**config.mk**
```make
export PLATFORM = sky130hd
export DESIGN_NAME = gtxe2_chnl_rx_align
export DESIGN_NICKNAME = d
export VERILOG_FILES = /design/src/rtl/gtxe2_chnl_rx_pkg.sv /design/src/rtl/gtxe2_chnl_rx_comma_find.sv /design/src/rtl/gtxe2_chnl_rx_align.sv
export SDC_FILE = /design/constraint.sdc
export NUM_CORES = 1
export LEC_CHECK = 0
export ABC_CLOCK_PERIOD_IN_PS = 12440
export CAP_MARGIN = 20
export CORE_UTILIZATION = 50
export CTS_BUF_LIST = sky130_fd_sc_hd__clkbuf_8
export DETAILED_ROUTE_END_ITERATION = 8
export GPL_TIMING_DRIVEN = 1
export PLACE_DENSITY_LB_ADDON = 0.15
export SETUP_SLACK_MARGIN = 0.5
export SLEW_MARGIN = 20
export SYNTH_ARGS = -nofsm -noshare
export SYNTH_HDL_FRONTEND = slang
export SYNTH_SLANG_ARGS = --single-unit
```
**constraint.sdc**
```tcl
create_clock -name i_clk -period 12.44 [get_ports i_clk]
set_clock_uncertainty 0.2 [all_clocks]
set_input_delay 2.488 -clock i_clk [delete_from_list [all_inputs] [get_ports i_clk]]
set_output_delay 2.488 -clock i_clk [all_outputs]
set_load 0.02 [all_outputs]
```
**src/rtl/gtxe2_chnl_rx_pkg.sv**
```systemverilog
// Shared definitions for the GTXE2 channel RX model stages: K28.5 comma
// patterns and the byte-align state encoding.
package gtxe2_chnl_rx_pkg;

  localparam logic [9:0] K28_5_PCOMMA = 10'b0101111100;
  localparam logic [9:0] K28_5_MCOMMA = 10'b1010000011;

  typedef enum logic {
    StUnaligned = 1'b0,
    StAligned   = 1'b1
  } align_state_e;

  function automatic logic is_comma(input logic [9:0] sym, input logic [9:0] pval,
                                    input logic [9:0] mval);
    return (sym == pval) || (sym == mval);
  endfunction

endpackage

```
**src/rtl/gtxe2_chnl_rx_comma_find.sv**
```systemverilog
// Priority comma search over the 2*Width alignment window; also reports
// whether the slice at a selected offset is a comma, independent of enables.
module gtxe2_chnl_rx_comma_find
  import gtxe2_chnl_rx_pkg::*;
#(
  parameter int unsigned Width       = 20,
  parameter logic [9:0]  PcommaValue = K28_5_PCOMMA,
  parameter logic [9:0]  McommaValue = K28_5_MCOMMA
) (
  input  logic [2*Width-1:0]         i_win,
  input  logic                       i_pcomma_en,
  input  logic                       i_mcomma_en,
  input  logic [$clog2(Width)-1:0]   i_sel_off,
  output logic                       o_found,
  output logic [$clog2(Width)-1:0]   o_found_off,
  output logic                       o_sel_is_comma
);

  localparam int unsigned OffW = $clog2(Width);

  logic [9:0] w_cand;
  logic [9:0] w_sel;

  // Scan from the top down so the lowest matching offset is the last written.
  always_comb begin
    o_found     = 1'b0;
    o_found_off = '0;
    w_cand      = '0;
    for (int k = int'(Width) - 1; k >= 0; k--) begin
      w_cand = i_win[k +: 10];
      if ((i_pcomma_en && (w_cand == PcommaValue)) ||
          (i_mcomma_en && (w_cand == McommaValue))) begin
        o_found     = 1'b1;
        o_found_off = OffW'(k);
      end
    end
  end

  always_comb begin
    w_sel          = i_win[i_sel_off +: 10];
    o_sel_is_comma = is_comma(w_sel, PcommaValue, McommaValue);
  end

endmodule

```
**src/rtl/gtxe2_chnl_rx_align.sv**
```systemverilog
// Comma-detect and byte-align stage of the GTXE2 RX channel model.
// Optional GTXE2_CHNL_RX_ALIGN_SLIDE_EN adds a manual rxslide offset control.
module gtxe2_chnl_rx_align
  import gtxe2_chnl_rx_pkg::*;
#(
  parameter int unsigned Width       = 20,
  parameter logic [9:0]  PcommaValue = K28_5_PCOMMA,
  parameter logic [9:0]  McommaValue = K28_5_MCOMMA
) (
  input  logic             i_clk,
  input  logic             i_reset_n,
  input  logic [Width-1:0] i_indata,
  input  logic             i_in_val,
  input  logic             i_pcommaalignen,
  input  logic             i_mcommaalignen,
`ifdef GTXE2_CHNL_RX_ALIGN_SLIDE_EN
  input  logic             i_rxslide,
`endif
  output logic [Width-1:0] o_outdata,
  output logic             o_out_val,
  output logic             o_byteisaligned,
  output logic             o_byterealign,
  output logic             o_commadet
);

  localparam int unsigned OffW = $clog2(Width);

  align_state_e     r_state;
  align_state_e     w_state_d;
  logic [Width-1:0] r_prev;
  logic [OffW-1:0]  r_offset;
  logic [Width-1:0] r_outdata;
  logic             r_out_val;
  logic             r_realign;
  logic             r_commadet;

  logic [2*Width-1:0] w_win;
  logic               w_found;
  logic [OffW-1:0]    w_found_off;
  logic [OffW-1:0]    w_eo;
  logic [OffW-1:0]    w_offset_d;
  logic               w_eo_is_comma;
  logic               w_realign;

  assign w_win = {i_indata, r_prev};

  gtxe2_chnl_rx_comma_find #(
    .Width       (Width),
    .PcommaValue (PcommaValue),
    .McommaValue (McommaValue)
  ) u_comma_find (
    .i_win          (w_win),
    .i_pcomma_en    (i_pcommaalignen),
    .i_mcomma_en    (i_mcommaalignen),
    .i_sel_off      (w_eo),
    .o_found        (w_found),
    .o_found_off    (w_found_off),
    .o_sel_is_comma (w_eo_is_comma)
  );

  assign w_eo      = w_found ? w_found_off : r_offset;
  assign w_realign = (r_state == StAligned) && w_found && (w_found_off != r_offset);

`ifdef GTXE2_CHNL_RX_ALIGN_SLIDE_EN
  logic r_slide;

  always_ff @(posedge i_clk) begin
    if (!i_reset_n) r_slide <= 1'b0;
    else            r_slide <= i_rxslide;
  end

  // Slide only acts in manual mode; it takes effect from the next accepted word.
  always_comb begin
    w_offset_d = w_eo;
    if (!i_pcommaalignen && !i_mcommaalignen && i_rxslide && !r_slide) begin
      w_offset_d = (r_offset == OffW'(Width - 1)) ? '0 : r_offset + OffW'(1);
    end
  end
`else
  assign w_offset_d = w_eo;
`endif

  // Align FSM: state register, next-state and output decode.
  always_ff @(posedge i_clk) begin
    if (!i_reset_n) r_state <= StUnaligned;
    else            r_state <= w_state_d;
  end

  always_comb begin
    w_state_d = r_state;
    if (i_in_val && w_found) w_state_d = StAligned;
  end

  always_comb begin
    o_byteisaligned = (r_state == StAligned);
  end

  always_ff @(posedge i_clk) begin
    if (!i_reset_n) begin
      r_prev     <= '0;
      r_offset   <= '0;
      r_outdata  <= '0;
      r_out_val  <= 1'b0;
      r_realign  <= 1'b0;
      r_commadet <= 1'b0;
    end else begin
      r_out_val  <= i_in_val;
      r_realign  <= 1'b0;
      r_commadet <= 1'b0;
      if (i_in_val) begin
        r_outdata  <= w_win[w_eo +: Width];
        r_prev     <= i_indata;
        r_offset   <= w_offset_d;
        r_realign  <= w_realign;
        r_commadet <= w_eo_is_comma;
      end
    end
  end

  assign o_outdata     = r_outdata;
  assign o_out_val     = r_out_val;
  assign o_byterealign = r_realign;
  assign o_commadet    = r_commadet;

endmodule
```
; ---- After elaboration in Yosys (flattened, before gate mapping)
; Index checks and enable logic that the tools add are counted.
[totals]
latch_bits = 0
ram_bits = 0
elab_cells = 158
out_inout_bits = 24
regBits = 49
memories = 0
rom_bits = 0
[classes]
n_reduce_logical = 65
n_lt_le_gt_ge = 0
addsub = 0
mux = 41
bitwise = 0
shift = 2
mul = 0
eq_ne = 43
div_mod_pow = 0
[op_table]
columns = op, count
row1 = == test 10 bit (second input constant), 21
row2 = == test 10 x 9 -> 1 bit (second input constant), 21
row3 = 2-to-1 mux 5 bit, 21
row4 = logical AND 1 bit, 43
row5 = indexed part select 40 x 6 -> 10 bit, 1
row6 = indexed part select 40 x 6 -> 20 bit, 1
row7 = logical OR 1 bit, 21
row8 = 2-to-1 mux 1 bit, 20
row9 = inequality test 5 bit, 1
row10 = AND reduction 2 bit, 1

; ---- Longest topological paths before layout
[depth]
word_depth = 27
ltp_mapped = 22
ltp_nobuf = 14

; ---- By module
; A second synthesis with hierarchy kept.
[hier_totals]
cells_unflattened = 782
area_unflattened_um2 = 6909.1
[modules_own_cells]
columns = mod, seq_area_each_um2, area_per_inst_um2, cells_per_inst, instances
row1 = gtxe2_chnl_rx_align, 980.9, 3816.2, 379, 1
row2 = gtxe2_chnl_rx_comma_find, 0.0, 3093.0, 403, 1

; ---- Worst setup path before layout
; Ideal clock, no wire load.
[synth_timing]
kind = input -> register
startpoint = input port i_indata[0]
endpoint = register r_commadet (netlist: o_commadet)
slack_ps = 5998
path_buffers = 3
cell_stages = 17
arrival_time_ps = 6185
t_required_ps = 12183
cell_sequence = or4b_1 or4_1 o31ai_1 nor4_1 and3_4 buf_6 a311o_1 buf_6 buf_6 mux2i_1 mux2i_1 a22oi_1 o211ai_1 o21a_1 or4b_1 nor3_1 a21o_1
[synth_between]
elab_chain_len = 27
elab_cells_between_ends = 90
classes_between = 20 x eq/ne / 1 x shift / 41 x mux / 28 x reduce/logical
[synth_lines]
columns = item, line
row1 = start: declaration, gtxe2_chnl_rx_align.sv:12  ; input logic [Width-1:0] i_indata,
row2 = == test 10 x 9 -> 1 bit / == test 10 bit (equally long branches), "gtxe2_chnl_rx_comma_find.sv:31, gtxe2_chnl_rx_comma_find.sv:32"
row3 = "logical AND 1 bit, on equally long branches", "gtxe2_chnl_rx_comma_find.sv:31, gtxe2_chnl_rx_comma_find.sv:32"
row4 = logical OR 1 bit, gtxe2_chnl_rx_comma_find.sv:31  ; if ((i_pcomma_en && (w_cand == PcommaValue)) ||
row5 = 2-to-1 mux 5 bit / 2-to-1 mux 1 bit (equally long branches) (20 in a row), gtxe2_chnl_rx_comma_find.sv:31
row6 = 2-to-1 mux 5 bit, gtxe2_chnl_rx_align.sv:61  ; assign w_eo = w_found ? w_found_off : r_offset;
row7 = indexed part select 40 x 6 -> 10 bit (*), gtxe2_chnl_rx_comma_find.sv:40  ; w_sel = i_win[i_sel_off +: 10];
row8 = == test 10 x 9 -> 1 bit / == test 10 bit (equally long branches), gtxe2_chnl_rx_pkg.sv:15  ; return (sym == pval) || (sym == mval);
row9 = logical OR 1 bit (*), gtxe2_chnl_rx_pkg.sv:15
row10 = end signal: assignment, gtxe2_chnl_rx_align.sv:115  ; r_commadet <= w_eo_is_comma;
row11 = end: declaration, gtxe2_chnl_rx_align.sv:35  ; logic r_commadet;
; Mark *: on every way between the ends. The rest lies on a longest branch, timed or not.
; A chain may end at the register's enable or synchronous reset.

; ---- Worst setup path in the final report
; Ends and elaborated chain as after synthesis.

==> flow_summary.json <==
{
  "clock_latency_ns": 0.34,
  "final_nets": 761,
  "cp.required_ns": 12.52,
  "antenna_found_initial": 0,
  "synth_edf_count": 0,
  "yosys_warnings": 0,
  "finalSetupViolations": 0,
  "rows": 38,
  "relSlewSlack_pct": 40.27,
  "met2_wirelength_um": 8887,
  "wl_met3_um": 2362,
  "top_layer_used": "met4",
  "die_height_um": 107.1,
  "insertedDiodeCount": 0,
  "post-route-period-util_pct": 63.23,
  "rsz0062_at_grt": "no",
  "p_per_area_nw_per_um2": 68.56,
  "path_clk_slew_ns": 0.10,
  "ant_nets": 0,
  "reg2reg_slack_ns": 6.71,
  "hold_buffers": 0,
  "syn_nets": 771,
  "layout-drive-gt1-share_pct": 8.412,
  "syn_inst": 746,
  "gp_congestion": 1.015,
  "synth_ff_type": "dfxtp_1",
  "core_area_um2": 10790,
  "postCtsSetupRepairBufs": 0,
  "finalHoldViolCount": 0,
  "grt_pass1_wl_um": 32140,
  "fp.dieW_um": 107.1,
  "hp-class": "flop to flop",
  "fin_area_um2": 6055,
  "fin_crit_ns": 7.865,
  "clock-sinks": 49,
  "cts_tree": "done",
  "wl_met1_um": 8562,
  "io_pins": 49,
  "grt_overflow": 0,
  "cts_max_level": 2,
  "fmax_mhz": 127.1,
  "syn_to_final_growth_pct": 9.579,
  "tns_ns": 0,
  "critPathCaptureType": "flop",
  "leakagePower_nw": 2.262,
  "r2r_end": "o_commadet",
  "portBuffers": 48,
  "worst_pin_slew_ns": 0.8959,
  "ir_worst_vdd_v": 0.00006399,
  "critPathKind": "input port to flop",
  "finalMaxSlewViolations": 0,
  "viasPerCell": 7.038,
  "vias": 6172,
  "status": "finished clean",
  "min_from": "o_outdata[12]",
  "yosysSeqAreaShare_pct": 17.75,
  "maxCapViolations": 0,
  "drc": 0,
  "min_delay_path_depth": 2,
  "grt_max_degree": 55,
  "start_kind": "input port",
  "reg2reg_depth": 14,
  "cts_repair_resize_count": 0,
  "critical_path.max_fanout": 47,
  "async_reset_ff_share_pct": 0,
  "routedWlPerCell_um": 23.41,
  "ys_ff_latch": 49,
  "routed_wl_um": 20530,
  "grt.total_usage_pct": 36.62,
  "drtIter0Drc": 834,
  "cts_buffers": 5,
  "synth_area_um2": 5525,
  "synth.distinct_cells": 81,
  "cts.path.max_buffers": 2,
  "rr_startpoint": "r_prev[9]",
  "dieArea_um2": 11470,
  "dp_hpwl_um": 14390,
  "fillCellCount": 1036,
  "grt_pass1_vias": 5758,
  "cts-root-buf": "clkbuf_8",
  "dpl-instance-area_um2": 5942,
  "drtPass1Iterations": 5,
  "arrival_ns": 7.95,
  "min_to": "o_outdata[12]",
  "synth.avg_cell_area_um2": 7.407,
  "initial_utilization_pct": 51.19
}
==> placed cells by master, fill, tap and decap left out, drive strengths merged, types with 12 or more instances in the layout <==
cell and count:
a21oi 39, a31oi 12, buf 12, clkdlybuf4s50 47, dfxtp 49, inv 17, mux2 12, mux2i 92
nand2 77, nand3 23, nor2 78, nor3 20, nor4 17, o211ai 12, o21ai 23
==> cells in the mapped netlist, types with 15 or more instances <==
master / count / area share, %
nand2_1: 77 / 5.2
nand3_1: 22 / 2.0
inv_1: 15 / 1.0
nor4_1: 17 / 1.9
buf_2: 20 / 1.8
dfxtp_1: 49 / 18
a21oi_1: 38 / 3.4
mux2i_1: 92 / 17
clkbuf_1: 43 / 2.9
nor3_1: 20 / 1.8
o21ai_0: 19 / 1.7
nor2_1: 77 / 5.2
==> power by group <==
part           internal, mW  total [mW]  switching [mW]  leakage (nW)
sequential            0.165       0.184          0.0195         0.403
clock                0.0604       0.123          0.0623        0.0585
combinational        0.0464       0.108          0.0617          1.80
==> how the worst max path moves through the flow <==
stage                 from         end  cells past startpoint
6_report       i_indata[0]  o_commadet                     16
5_1_grt        i_indata[0]  o_commadet                     16
4_1_cts        i_indata[0]  o_commadet                     16
3_5_place_dp   i_indata[0]  o_commadet                     16
3_3_place_gp   i_indata[0]  o_commadet                     16
2_1_floorplan  i_indata[0]  o_commadet                     17
==> stage by stage <==
| stage | hold slack (ns) | instances | setup WS, ns | power [mW] | utilization (%) |
|---|---|---|---|---|---|
| 6_report | 0.2740 | 877 | 4.575 | 0.4151 | 56.10 |
| 5_1_grt | 0.2934 | 877 | 4.277 | 0.4324 | 56.10 |
| 4_1_cts | 0.2758 | 877 | 4.689 | 0.4142 | 56.10 |
| 3_5_place_dp | 0.2620 | 869 | 4.352 | 0.2927 | 55.05 |
| 3_3_place_gp | 0.2569 | 869 | 4.503 | 0.2918 | 55.05 |
| 2_1_floorplan | 0.2975 | 746 | 5.998 | 0.2484 | - |
==> state kept, by name, summed over array words and instances (netlist names) <==
signal,cells
o_outdata,20
o_byterealign,1
o_commadet,1
r_prev,20
r_offset,5
o_out_val,1
o_byteisaligned,1
==> per-layer routing <==
layer,GRT usage (%),vias up
met5,0,-
met4,14.48,0
met3,7.356,63
met2,54.93,438
met1,51.06,2876
li1,-,2795
==> worst max-delay path, cell delays in order <==
cell and delay (ns):
clkdlybuf4s50_1 0.70, or4b_1 0.65, or4_1 0.55, nand4b_1 0.16
nor3_1 0.06, a211oi_1 0.54, a311o_2 0.21, buf_4 0.49
mux2i_1 0.45, mux2i_1 0.17, o22a_1 0.24, a22oi_1 0.23
and2_1 0.19, or4b_1 0.44, nor3_1 0.20, a21o_1 0.14
==> kinds of logic (layout without fill, tap and decap cells) <==
| logic type | after synthesis | count (layout) | synth area share (%) |
|---|---|---|---|
| AO/OA/AOI/OAI | 174 | 174 | 22.28 |
| XOR/XNOR | 3 | 3 | 0.4756 |
| buffers and inverters | 94 | 85 | 7.382 |
| flip-flops | 49 | 49 | 17.75 |
| multiplexers | 111 | 111 | 21.97 |
| AND/OR/NAND/NOR | 315 | 315 | 30.14 |
==> layout make-up <==
type                            count  area, µm²  area share [%]
Multi-Input combinational cell    603       4160           68.71
Sequential cell                    49      980.9           16.20
Timing Repair Buffer               59      558.0           9.217
Tap cell                          140      175.2           2.893
Clock buffer                        5      68.82           1.137
Inverter                           18      67.56           1.116
Clock inverter                      3      43.79          0.7233
Power figures use the tool's default switching activity.
